### src/rtl/riscv_pkg.sv
// rtl/riscv_pkg.sv - RV32I opcode, immediate-format and decoded-bundle types for the decode stage
package riscv_pkg;

    typedef enum logic [4:0] {
        LOAD   = 5'b00000,
        OP_IMM = 5'b00100,
        AUIPC  = 5'b00101,
        STORE  = 5'b01000,
        OP     = 5'b01100,
        LUI    = 5'b01101,
        BRANCH = 5'b11000,
        JALR   = 5'b11001,
        JAL    = 5'b11011
    } opcode_e;

    typedef enum logic [2:0] {
        IMM_NONE,
        IMM_I,
        IMM_S,
        IMM_B,
        IMM_U,
        IMM_J
    } imm_fmt_e;

    // Control part of the output bundle; parameter-width fields live beside it in the stage
    typedef struct packed {
        logic [4:0] opcode;
        logic [2:0] funct3;
        logic       funct7b5;
        logic       rs1_en;
        logic       rs2_en;
        logic       rd_we;
        logic       illegal;
    } decoded_t;

    function automatic imm_fmt_e imm_fmt_of(input logic [4:0] opc);
        imm_fmt_e fmt;
        case (opc)
            LOAD, OP_IMM, JALR: fmt = IMM_I;
            STORE:              fmt = IMM_S;
            BRANCH:             fmt = IMM_B;
            LUI, AUIPC:         fmt = IMM_U;
            JAL:                fmt = IMM_J;
            default:            fmt = IMM_NONE;
        endcase
        return fmt;
    endfunction

endpackage

### src/rtl/imm_gen.sv
// rtl/imm_gen.sv - combinational RV32I immediate generator, sign-extended to XLEN
module imm_gen
    import riscv_pkg::*;
#(
    parameter int XLEN = 32
) (
    input  logic [31:7]     instr,
    input  imm_fmt_e        fmt,
    output logic [XLEN-1:0] imm
);

    logic [31:0] imm32;

    always_comb begin
        imm32 = '0;
        case (fmt)
            IMM_I:   imm32 = {{20{instr[31]}}, instr[31:20]};
            IMM_S:   imm32 = {{20{instr[31]}}, instr[31:25], instr[11:7]};
            IMM_B:   imm32 = {{19{instr[31]}}, instr[31], instr[7], instr[30:25], instr[11:8], 1'b0};
            IMM_U:   imm32 = {instr[31:12], 12'b0};
            IMM_J:   imm32 = {{11{instr[31]}}, instr[31], instr[19:12], instr[20], instr[30:21], 1'b0};
            default: imm32 = '0;
        endcase
    end

    assign imm = XLEN'($signed(imm32));

endmodule

### src/rtl/decode_stage.sv
// rtl/decode_stage.sv - RV32I decode pipeline stage with valid/ready handshake and flush
// Optional DECODE_ILLEGAL_CHECK_EN builds the illegal-instruction checker.
module decode_stage
    import riscv_pkg::*;
#(
    parameter int XLEN   = 32,
    parameter int REG_AW = 5,
    parameter int PC_W   = 32
) (
    input  logic              clk,
    input  logic              rst_n,
    input  logic              flush_i,
    input  logic              in_valid_i,
    output logic              in_ready_o,
    input  logic [31:0]       instr_i,
    input  logic [PC_W-1:0]   pc_i,
    output logic              out_valid_o,
    input  logic              out_ready_i,
    output logic [PC_W-1:0]   pc_o,
    output logic [4:0]        opcode_o,
    output logic [2:0]        funct3_o,
    output logic              funct7b5_o,
    output logic [REG_AW-1:0] sel_rs1_o,
    output logic [REG_AW-1:0] sel_rs2_o,
    output logic [REG_AW-1:0] sel_rd_o,
    output logic              rs1_en_o,
    output logic              rs2_en_o,
    output logic              rd_we_o,
    output logic [XLEN-1:0]   imm_o,
    output logic              illegal_o
);

    logic [4:0]      opc;
    logic            illegal;
    logic            accept;
    logic [XLEN-1:0] imm_d;
    decoded_t        dec_d;
    decoded_t        dec_q;

    assign opc = instr_i[6:2];

`ifdef DECODE_ILLEGAL_CHECK_EN
    function automatic logic illegal_of(input logic [31:0] ins);
        logic [2:0] f3;
        logic [6:0] f7;
        logic       bad;
        f3  = ins[14:12];
        f7  = ins[31:25];
        bad = (ins[1:0] != 2'b11);
        case (ins[6:2])
            LOAD:   bad = bad | (f3 == 3'd3) | (f3 == 3'd6) | (f3 == 3'd7);
            STORE:  bad = bad | (f3 > 3'd2);
            BRANCH: bad = bad | (f3 == 3'd2) | (f3 == 3'd3);
            OP_IMM: begin
                if (f3 == 3'd1)
                    bad = bad | (f7 != 7'h00);
                else if (f3 == 3'd5)
                    bad = bad | ((f7 != 7'h00) && (f7 != 7'h20));
            end
            OP: begin
                // Only ADD/SUB and SRL/SRA have a funct7 alternative
                if ((f3 == 3'd0) || (f3 == 3'd5))
                    bad = bad | ((f7 != 7'h00) && (f7 != 7'h20));
                else
                    bad = bad | (f7 != 7'h00);
            end
            AUIPC, LUI, JAL, JALR: bad = bad;
            default: bad = 1'b1;
        endcase
        return bad;
    endfunction

    assign illegal = illegal_of(instr_i);
`else
    logic unused_low_bits;
    assign unused_low_bits = ^instr_i[1:0];
    assign illegal         = 1'b0;
`endif

    always_comb begin
        dec_d          = '0;
        dec_d.opcode   = opc;
        dec_d.funct3   = instr_i[14:12];
        dec_d.funct7b5 = instr_i[30];
        dec_d.illegal  = illegal;
        case (opc)
            LOAD, OP_IMM, JALR: begin
                dec_d.rs1_en = 1'b1;
                dec_d.rd_we  = 1'b1;
            end
            OP: begin
                dec_d.rs1_en = 1'b1;
                dec_d.rs2_en = 1'b1;
                dec_d.rd_we  = 1'b1;
            end
            STORE, BRANCH: begin
                dec_d.rs1_en = 1'b1;
                dec_d.rs2_en = 1'b1;
            end
            LUI, AUIPC, JAL: dec_d.rd_we = 1'b1;
            default: dec_d.rd_we = 1'b0;
        endcase
        dec_d.rd_we = dec_d.rd_we & (instr_i[11:7] != 5'd0) & ~illegal;
    end

    imm_gen #(.XLEN(XLEN)) u_imm_gen (
        .instr (instr_i[31:7]),
        .fmt   (imm_fmt_of(opc)),
        .imm   (imm_d)
    );

    assign in_ready_o = ~out_valid_o | out_ready_i;
    assign accept     = in_valid_i & in_ready_o;

    // Flush wins over accept and drain; data registers may keep stale values
    always_ff @(posedge clk or negedge rst_n) begin
        if (!rst_n) begin
            out_valid_o <= 1'b0;
            dec_q       <= '0;
            pc_o        <= '0;
            sel_rs1_o   <= '0;
            sel_rs2_o   <= '0;
            sel_rd_o    <= '0;
            imm_o       <= '0;
        end else if (flush_i) begin
            out_valid_o <= 1'b0;
        end else if (accept) begin
            out_valid_o <= 1'b1;
            dec_q       <= dec_d;
            pc_o        <= pc_i;
            sel_rs1_o   <= REG_AW'(instr_i[19:15]);
            sel_rs2_o   <= REG_AW'(instr_i[24:20]);
            sel_rd_o    <= REG_AW'(instr_i[11:7]);
            imm_o       <= imm_d;
        end else if (out_ready_i) begin
            out_valid_o <= 1'b0;
        end
    end

    assign opcode_o   = dec_q.opcode;
    assign funct3_o   = dec_q.funct3;
    assign funct7b5_o = dec_q.funct7b5;
    assign rs1_en_o   = dec_q.rs1_en;
    assign rs2_en_o   = dec_q.rs2_en;
    assign rd_we_o    = dec_q.rd_we;
    assign illegal_o  = dec_q.illegal;

endmodule

### config.mk
export PLATFORM = sky130hd
export DESIGN_NAME = decode_stage
export DESIGN_NICKNAME = d
export VERILOG_FILES = /design/src/rtl/riscv_pkg.sv /design/src/rtl/imm_gen.sv /design/src/rtl/decode_stage.sv
export SDC_FILE = /design/constraint.sdc
export NUM_CORES = 1
export LEC_CHECK = 0
export ABC_AREA = 0
export CORE_MARGIN = 2
export CORE_UTILIZATION = 47
export DETAILED_ROUTE_END_ITERATION = 10
export PLACE_DENSITY = 0.95
export SYNTH_ARGS = -nofsm -noshare
export SYNTH_HDL_FRONTEND = slang
export SYNTH_HIERARCHICAL = 1
export SYNTH_SLANG_ARGS = --single-unit
### constraint.sdc
create_clock -name clk -period 4.2 [get_ports clk]
set_input_delay 0.63 -clock clk [delete_from_list [all_inputs] [get_ports clk]]
set_output_delay 0.63 -clock clk [all_outputs]
set_load 0.01 [all_outputs]
# After elaboration in Yosys (flattened, before gate mapping)
# Memory sizes are Yosys's and may differ from the RTL's.
# Index checks and enable logic that the tools add are counted.
[totals]
romBits = 96
mem_count = 1
elab_cells = 45
out_inout_bits = 94
in_bits = 69
regBits = 92
[memory_table]
columns = ["name", "depth", "word_bits", "read_ports", "rd_ports_with_merged_regs", "write_ports", "line", "rtl"]
rows = [
  ["(name not given)", 32, 3, 1, 0, 0, "riscv_pkg.sv:38", "case (opc)"],
]
[op_classes]
muxes = 7
n_reduce_logical = 7
n_bitwise = 5
n_eq_ne = 13
[op_table]
columns = ["cell", "n"]
rows = [
  ["$pmux W32 S5", 1],
  ["$eq A5 B4 Y1 const B", 3],
  ["$eq A5 B5 Y1 const B", 3],
  ["$eq A5 B3 Y1 const B", 2],
  ["$reduce_or A7 Y1", 1],
  ["$eq A3 B2 Y1 const B", 2],
  ["$eq A3 B3 Y1 const B", 2],
  ["$mux W1", 6],
  ["$reduce_or A6 Y1", 1],
  ["$logic_not A5 Y1", 1],
  ["$reduce_bool A5 Y1", 1],
  ["$eq A3 B1 Y1 const B", 1],
  ["$reduce_bool A3 Y1", 1],
  ["$reduce_or A3 Y1", 1],
  ["$and A1 B1 Y1", 2],
  ["$not A1 Y1", 2],
  ["$reduce_and A2 Y1", 1],
  ["$or A1 B1 Y1", 1],
]

# Longest topological paths before layout
# Gate-level depths: netlist of run 1.
[logic_depth]
depth_word = 5
mapped_depth = 9
depth_no_buf = 7

# Hierarchy
# The synthesis of run 1 kept the hierarchy.
[modules_own_cells]
columns = ["mod", "area_each_um2", "seq_area_each_um2", "cells_per_inst", "instances"]
rows = [
  ["decode_stage", 3629.7, 2302.2, 220, 1],
  ["imm_gen", 390.4, 0.0, 66, 1],
]

# Least setup slack after synthesis of run 1
# OpenSTA, ideal clock, no wires.
[synth_path]
kind = "input to register"
startpoint = "input instr_i[4]"
endpoint = "register imm_o[10]"
cell_stages = 7
arrival_ns = 2.075
setup_ns = 0.125
path_buffers = 0
t_required_ns = 4.075
path_slack_ns = 2.000
cell_sequence = "and3b_1 -> a22oi_1 -> nor2b_1 -> nor2b_4 -> or2_1 -> and2_1 -> mux2_2"
[synth_via]
elab_chain_len = 3
[synth_lines]
columns = ["item", "line", "rtl"]
rows = [
  ["start, declared", "decode_stage.sv:15", "input logic [31:0] instr_i,"],
  ["$mem_v2 Z32 W3 (*)", "n/a", ""],
  ["$eq A3 B3 Y1, or another cell as far along", "imm_gen.sv:16", "case (fmt)"],
  ["$pmux W32 S5 (*)", "imm_gen.sv:16", ""],
  ["net imm_d[10]", "decode_stage.sv:36", "logic [XLEN-1:0] imm_d;"],
  ["end signal, assigned", "decode_stage.sv:134", "imm_o <= imm_d;"],
  ["end, declared", "decode_stage.sv:29", "output logic [XLEN-1:0] imm_o,"],
]
# Mark *: on every way through the listed nets, which the timed path passes. The rest lies on a longest branch.
# A chain may end at the register's enable or synchronous reset.

# Final worst setup path of run 1
[layout_path]
startpoint = "input instr_i[4]"
endpoint = "register imm_o[23]"
# The elaborated chain is that of the path after synthesis.

==> metrics.md, run 1 <==
| Metric | Value |
|---|---|
| Maximum number of pins on one net before global-route repair | `between 70 and 80` |
| Reg-to-Reg Start | `out_valid_o` |
| Fraction of the cycle the final worst path needs | `72.6%` |
| Number of detailed-routing iterations run before antenna repair | `4` |
| Number of top-level design ports | `163` |
| Post-layout min period | `3.05 ns` |
| Synthesis Warnings | `6` |
| Proportion of synthesized chip area in sequential cells | `between 50% and 60%` |
| Via density per instance | `5.12` |
| Worst-path fanout max | `11` |
| Relative slew slack | `37.0%` |
| First DRT Iteration DRCs | `56` |
| Area delta synth->final | `44.8%` |
| Worst setup EP type | `flop` |
| Vias in the first global route | `2888` |
| Classification of the worst setup path | `in2reg` |
| Static leakage | `around 2.5 nW` |
| Cell total after placement | `536` |
| Highest ir drop seen on vdd | `236 uV` |
| Maximum Capacitance Violations | `0` |
| Post-DP HPWL | `6740 um` |
| Drc violations | `0` |
| Number of setup violations in the final report | `0` |
| Number of resized instances in the post-cts repair step | `0` |
| Area of the core | `between 0.008 and 0.009 mm2` |
| Worst setup skew after layout | `approximately 0.013 ns` |
| Diode count | `0` |
| Worst setup endpoint | `imm_o[23]` |
| CTS Root Cell | `sky130_fd_sc_hd__clkbuf_8` |
| Syn Nets | `355` |
| Residual antenna-violating net count after detailed routing | `0` |
| Syn Inst Count | `286` |
| Standard cell area after detailed placement | `0.00565 mm2` |
| Chip Height | `96.5 um` |
| Layout cell share with drive strength beyond 1 | `26.4%` |
| Cell Area, Synth | `0.00402 mm2` |
| Number of hold buffers added after CTS | `0` |
| Gr usage total | `20.1%` |
| Die W | `96.5 um` |
| Class of the tightest hold or removal check | `in2async` |
| Number of inserted filler cells in the final layout | `586` |
| Count of port buffers added during placement | `159` |
| Aggregate routed wire length | `9390 um` |
| Die area | `0.00931 mm2` |
| CTS tree | `built` |
| RSZ-0062 raised after global routing | `false` |
| Final number of hold-violating endpoints | `0` |
| Minimum setup slack among reg-to-reg paths | `2.18 ns` |
| Finished layout cell area | `0.00582 mm2` |
| Critical path launch point type | `input pin` |
| Total of flip-flops plus latches after synthesis | `just over 90` |
| Clock input transition at the sequential cells of the worst setup and hold paths | `0.11 ns` |
| Max clock buf depth | `2` |
| Result of the run | `finished clean` |
| Final max-slew violation count | `0` |
| Endpoint of the lowest-slack register-to-register path | `imm_o[2]` |
| Unique masters post-synth | `39` |
| Antenna violations before repair | `0` |
| Transition at the pin with the smallest max-transition slack | `0.945 ns` |
| Post-detailed-route wirelength per cell | `17.0 um` |
| Power density over the cells | `388 mW/mm2` |
| Detailed-route via count | `between 2000 and 3000` |
| Source of the critical timing path | `instr_i[4]` |
| Global-route wire length before repair | `14500 um` |
| Final weighted congestion in routability-driven placement | `0.724` |
| Post-CTS Setup Inserts | `0` |
| WHS | `around 0.42 ns` |
| Fin util | `70.5%` |
| F_max | `~330 MHz` |
| Setup TNS | `0 ns` |
| Placement row count | `33` |
| Clock sink count | `92` |
| Number of cells in the finished layout apart from fillers | `552` |
| Mean post-synth cell area | `14.1 um2` |
| Initial core utilization | `48.7%` |
| Total clock buffers created by CTS | `9` |
| Worst path required time | `4.44 ns` |
| Worst R2R Path Depth | `4` |
| Layout Nets | `between 500 and 600` |
| Arrival time reported for the critical path endpoint | `3.29 ns` |
| Maximum level of the CTS H-tree | `3` |
| Total global routing overflow | `0` |
| Clk Latency, worst-skew pair | `0.35 ns` |
==> where the power goes <==
| part | switching (mW) | total [mW] | internal, mW |
|---|---|---|---|
| Combinational | 0.232 | 0.634 | 0.402 |
| Clock | 0.324 | 0.542 | 0.218 |
| Sequential | 0.0696 | 1.08 | 1.01 |
==> cells in the final DEF (no fill, tap or decap), types with 2 or more instances in the layout <==
cell	count
sky130_fd_sc_hd__o21ai_1	3
sky130_fd_sc_hd__a21o_1	8
sky130_fd_sc_hd__clkinv_2	3
sky130_fd_sc_hd__inv_6	2
sky130_fd_sc_hd__nor2_1	8
sky130_fd_sc_hd__and2_1	6
sky130_fd_sc_hd__nor2b_4	2
sky130_fd_sc_hd__nor2b_1	2
sky130_fd_sc_hd__buf_4	4
sky130_fd_sc_hd__mux2_2	79
sky130_fd_sc_hd__o41ai_1	2
sky130_fd_sc_hd__clkdlybuf4s50_1	158
sky130_fd_sc_hd__inv_1	3
sky130_fd_sc_hd__a22oi_1	2
sky130_fd_sc_hd__mux2_4	10
sky130_fd_sc_hd__clkbuf_8	9
sky130_fd_sc_hd__o21ai_0	14
sky130_fd_sc_hd__a22o_1	3
sky130_fd_sc_hd__dfrtp_1	92
sky130_fd_sc_hd__nand2_1	15
==> synthesized netlist by cell type, drive strengths merged <==
cell / number / area, um2
a2111oi: 1 / 8.76
a21o: 8 / 60.1
a21oi: 1 / 5.00
a22o: 3 / 26.3
a22oi: 2 / 15.0
a311oi: 1 / 8.76
a31o: 1 / 8.76
and2: 6 / 37.5
and2b: 1 / 7.51
and3b: 1 / 8.76
buf: 16 / 133
clkbuf: 2 / 7.51
conb: 1 / 3.75
dfrtp: 92 / 2300
inv: 3 / 11.3
mux2: 89 / 1040
nand2: 15 / 56.3
nand2b: 2 / 15.0
nor2: 9 / 50.1
nor2b: 5 / 48.8
nor3b: 1 / 12.5
nor4: 1 / 6.26
o21a: 1 / 7.51
o21ai: 17 / 85.1
o21bai: 1 / 7.51
o22a: 1 / 8.76
o31ai: 1 / 7.51
o41ai: 2 / 17.5
or2: 1 / 6.26
or4: 1 / 7.51
==> area by class of cell <==
class / count / area [um2] / share of cell area, %
flip-flops and latches: 92 / 2300 / 39.5
repair buffers: 163 / 1630 / 28.0
multi-input cells: 173 / 1570 / 27.0
well taps: 105 / 131 / 2.26
clock buffers: 9 / 124 / 2.13
clock inverters: 7 / 48.8 / 0.838
inverters: 3 / 11.3 / 0.193
==> sequential cells by signal, summed over array words and instances, names as in the netlist <==
signal,count
pc_o,32
out_valid_o,1
opcode_o,5
rs1_en_o,1
sel_rd_o,5
sel_rs2_o,5
imm_o,32
rd_we_o,1
funct7b5_o,1
sel_rs1_o,5
funct3_o,3
rs2_en_o,1
==> cells by family (layout without fill, tap and decap cells) <==
logic type	count (synthesis)	after routing	synth area share [%]
flip-flops	92	92	57.3
buffers and inverters	21	182	3.77
AND/OR/NAND/NOR	43	43	6.38
AO/OA/AOI/OAI	40	40	6.63
other	1	1	0.0933
multiplexers	89	89	25.9
==> metal layers <==
metal | up-vias | GRT usage (%) | wire length, um
li1 | 1313 | - | -
met1 | 1390 | 25.7 | 3970
met2 | 110 | 33.4 | 4670
met3 | 12 | 4.97 | 644
met4 | 0 | 7.16 | 106
met5 | - | 0 | 0
==> worst min-delay path by stage <==
stage	from	endpoint	slack, ns	cells after the start
final	rst_n	imm_o[6]	0.42	1
after global routing	rst_n	imm_o[6]	0.50	1
after CTS	rst_n	imm_o[5]	0.44	1
after detailed placement	pc_o[17]	pc_o[17]	0.49	1
after global placement	imm_o[19]	imm_o[19]	0.49	1
after floorplan	rst_n	funct3_o[0]	0.33	0
==> critical path, cell delays in order <==
cell	delay, ns
sky130_fd_sc_hd__clkdlybuf4s50_1	0.52
sky130_fd_sc_hd__and3b_1	0.33
sky130_fd_sc_hd__a22oi_1	0.09
sky130_fd_sc_hd__nor2b_1	0.48
sky130_fd_sc_hd__nor2b_4	0.12
sky130_fd_sc_hd__o21ai_1	0.58
sky130_fd_sc_hd__o21ai_0	0.22
sky130_fd_sc_hd__mux2_2	0.31
==> stage by stage <==
| stage | setup slack [ns] | power, mW |
|---|---|---|
| floorplan | 2.00 | 1.35 |
| global placement | 1.02 | 1.72 |
| detailed placement | 0.849 | 1.74 |
| CTS | 1.19 | 2.28 |
| global route | 0.945 | 2.36 |
| finish | 1.15 | 2.26 |
(Power assumes the default switching activity.)
==> run 2, diff against run 1 <==
CORE_UTILIZATION = 43   (was 47)
PLACE_DENSITY = 0.92   (was 0.95)
clock period = 3.2 ns   (was 4.2 ns; I/O delays follow)
==> run 2 against run 1 <==
  * Clock power is 68% higher
  * Critical path depth fell by 1
  * Final cell count is 2.0% higher
  * First-iteration DRC count decreased by 30%
  * Setup slack got worse by 0.58 ns
  * Non-clock buffer count rose by 5
  * Routed wire length increased by 0.19%
  * Global-route usage down 0.93 points
==> metrics.md, run 2 (synthesis results as in run 1) <==
| Metric | Value |
|---|---|
| Fin util | `roughly 65%` |
| Area delta synth->final | `47.4%` |
| Clock sink count | `92` |
| Gr usage total | `between 10% and 20%` |
| Maximum number of pins on one net before global-route repair | `49` |
| Antenna violations before repair | `0` |
| Post-layout min period | `2.64 ns` |
| Power density over the cells | `approximately 530 mW/mm2` |
| Setup TNS | `0 ns` |
| Count of port buffers added during placement | `159` |
| Post-CTS Setup Inserts | `0` |
| RSZ-0062 raised after global routing | `false` |
| Classification of the worst setup path | `in2reg` |
| Fraction of the cycle the final worst path needs | `82.3%` |
| Final max-slew violation count | `0` |
| Critical path launch point type | `input pin` |
| Slowest cell on crit path | `sky130_fd_sc_hd__o41ai_1` |
| Maximum Capacitance Violations | `0` |
| Class of the tightest hold or removal check | `in2async` |
| Clk Latency, worst-skew pair | `0.34 ns` |
| Clock input transition at the sequential cells of the worst setup and hold paths | `0.09 ns` |
| Highest ir drop seen on vdd | `287 uV` |
| Vias in the first global route | `3135` |
| Cell total after placement | `547` |
| Total clock buffers created by CTS | `9` |
| Max clock buf depth | `2` |
| Number of buffers and inverters on the critical path | `2` |
| Placement row count | `35` |
| Static leakage | `2.58 nW` |
| Dominant delay contributor by cell family on the critical path | `compound AO/OA/AOI/OAI gates` |
| Area of the core | `0.00915 mm2` |
| CTS tree | `built` |
| Final Total Pwr | `between 3 and 4 mW` |
| Aggregate routed wire length | `9410 um` |
| Result of the run | `finished clean` |
| Arrival time reported for the critical path endpoint | `2.86 ns` |
| Worst path required time | `about 3.4 ns` |
| Residual antenna-violating net count after detailed routing | `0` |
| Relative slew slack | `38.4%` |
| Crit path cell chain | `clkdlybuf4s50_1, o41ai_1, buf_4, and2b_1, nand2_1, o21ai_0, mux2_2` |
| Transition at the pin with the smallest max-transition slack | `0.912 ns` |
| Layout cell share with drive strength beyond 1 | `26.5%` |
| Final number of hold-violating endpoints | `0` |
| Most frequent cells in the layout | `sky130_fd_sc_hd__clkdlybuf4s50_1 (158), sky130_fd_sc_hd__dfrtp_1 (92), sky130_fd_sc_hd__mux2_2 (79)` |
| Largest registers | `imm_o (32), pc_o (32)` |
| Max stage delay on crit path | `0.87 ns` |
| Detailed-route via count | `2858` |
| Final weighted congestion in routability-driven placement | `0.778` |
| Maximum level of the CTS H-tree | `3` |
| Layout Nets | `between 500 and 600` |
| Die W | `between 100 and 150 um` |
| Via density per instance | `5.08` |
| First DRT Iteration DRCs | `39` |
| Number of detailed-routing iterations run before antenna repair | `6` |
| Worst-path fanout max | `11` |
| Post-detailed-route wirelength per cell | `16.7 um` |
| Number of cells in the finished layout apart from fillers | `563` |
| Drc violations | `0` |
| Worst setup EP type | `flop` |
| Die area | `0.0101 mm2` |
| Most common library cell in the layout ignoring fill and taps | `sky130_fd_sc_hd__clkdlybuf4s50_1` |
| Number of hold buffers added after CTS | `0` |
| Post-DP HPWL | `7000 um` |
| Total global routing overflow | `0` |
| Diode count | `0` |
| Worst setup skew after layout | `0.00935 ns` |
| CTS Root Cell | `sky130_fd_sc_hd__clkbuf_8` |
| Chip Height | `101 um` |
| F_max | `~380 MHz` |
| Number of top-level design ports | `about 160` |
| Number of resized instances in the post-cts repair step | `0` |
| Global-route wire length before repair | `15300 um` |
| Initial core utilization | `43.9%` |
| Number of setup violations in the final report | `0` |
==> run 2: stage by stage <==
stage | setup WS [ns] | instance area (um2) | hold slack (ns)
floorplan | 1.15 | 4020 | 0.184
CTS | 0.579 | 5930 | 0.129
detailed placement | 0.207 | 5690 | 0.492
finish | 0.565 | 5930 | 0.115
global placement | 0.273 | 5690 | 0.489
global route | 0.405 | 5930 | 0.142
==> run 2: worst paths after layout <==
check,startpoint,slack [ns],depth (start not counted),to
min reg2reg,pc_o[29],0.51,1,pc_o[29]
max reg2reg,out_valid_o,1.49,4,pc_o[22]
max,instr_i[6],0.56,7,imm_o[23]
min,rst_n,0.12,1,imm_o[9]
min in group clk,pc_o[29],0.51,1,pc_o[29]
max in group asynchronous,rst_n,2.39,2,imm_o[29]
==> run 2: cell type report <==
| cell class | instances | area, um2 |
|---|---|---|
| flip-flops and latches | 92 | 2300 |
| multi-input cells | 173 | 1570 |
| inverters | 3 | 11.3 |
| clock inverters | 4 | 97.6 |
| repair buffers | 168 | 1670 |
| clock buffers | 12 | 135 |
| well taps | 111 | 139 |
| fillers | 685 | 3230 |
==> run 2: power by group <==
part           switching, mW  leakage (nW)  internal [mW]
sequential            0.0923          1.14           1.33
clock                  0.387         0.111          0.521
combinational          0.302          1.32          0.532
total                  0.782          2.58           2.38
==> run 2: routing by layer <==
layer,vias to the layer above,GRT usage (%),wire length [um]
li1,1329,-,-
met1,1422,23.4,3910
met2,103,32.9,4770
met3,4,6.52,674
met4,0,4.43,55
met5,-,0,0
==> run 2: worst register-to-register path: cells and delay by family, from the launching register on <==
kind | cells | cell delay, ns
flops | 1 | 0.39
simple gates | 2 | 0.27
mux | 1 | 0.44
buf+inv | 1 | 0.49
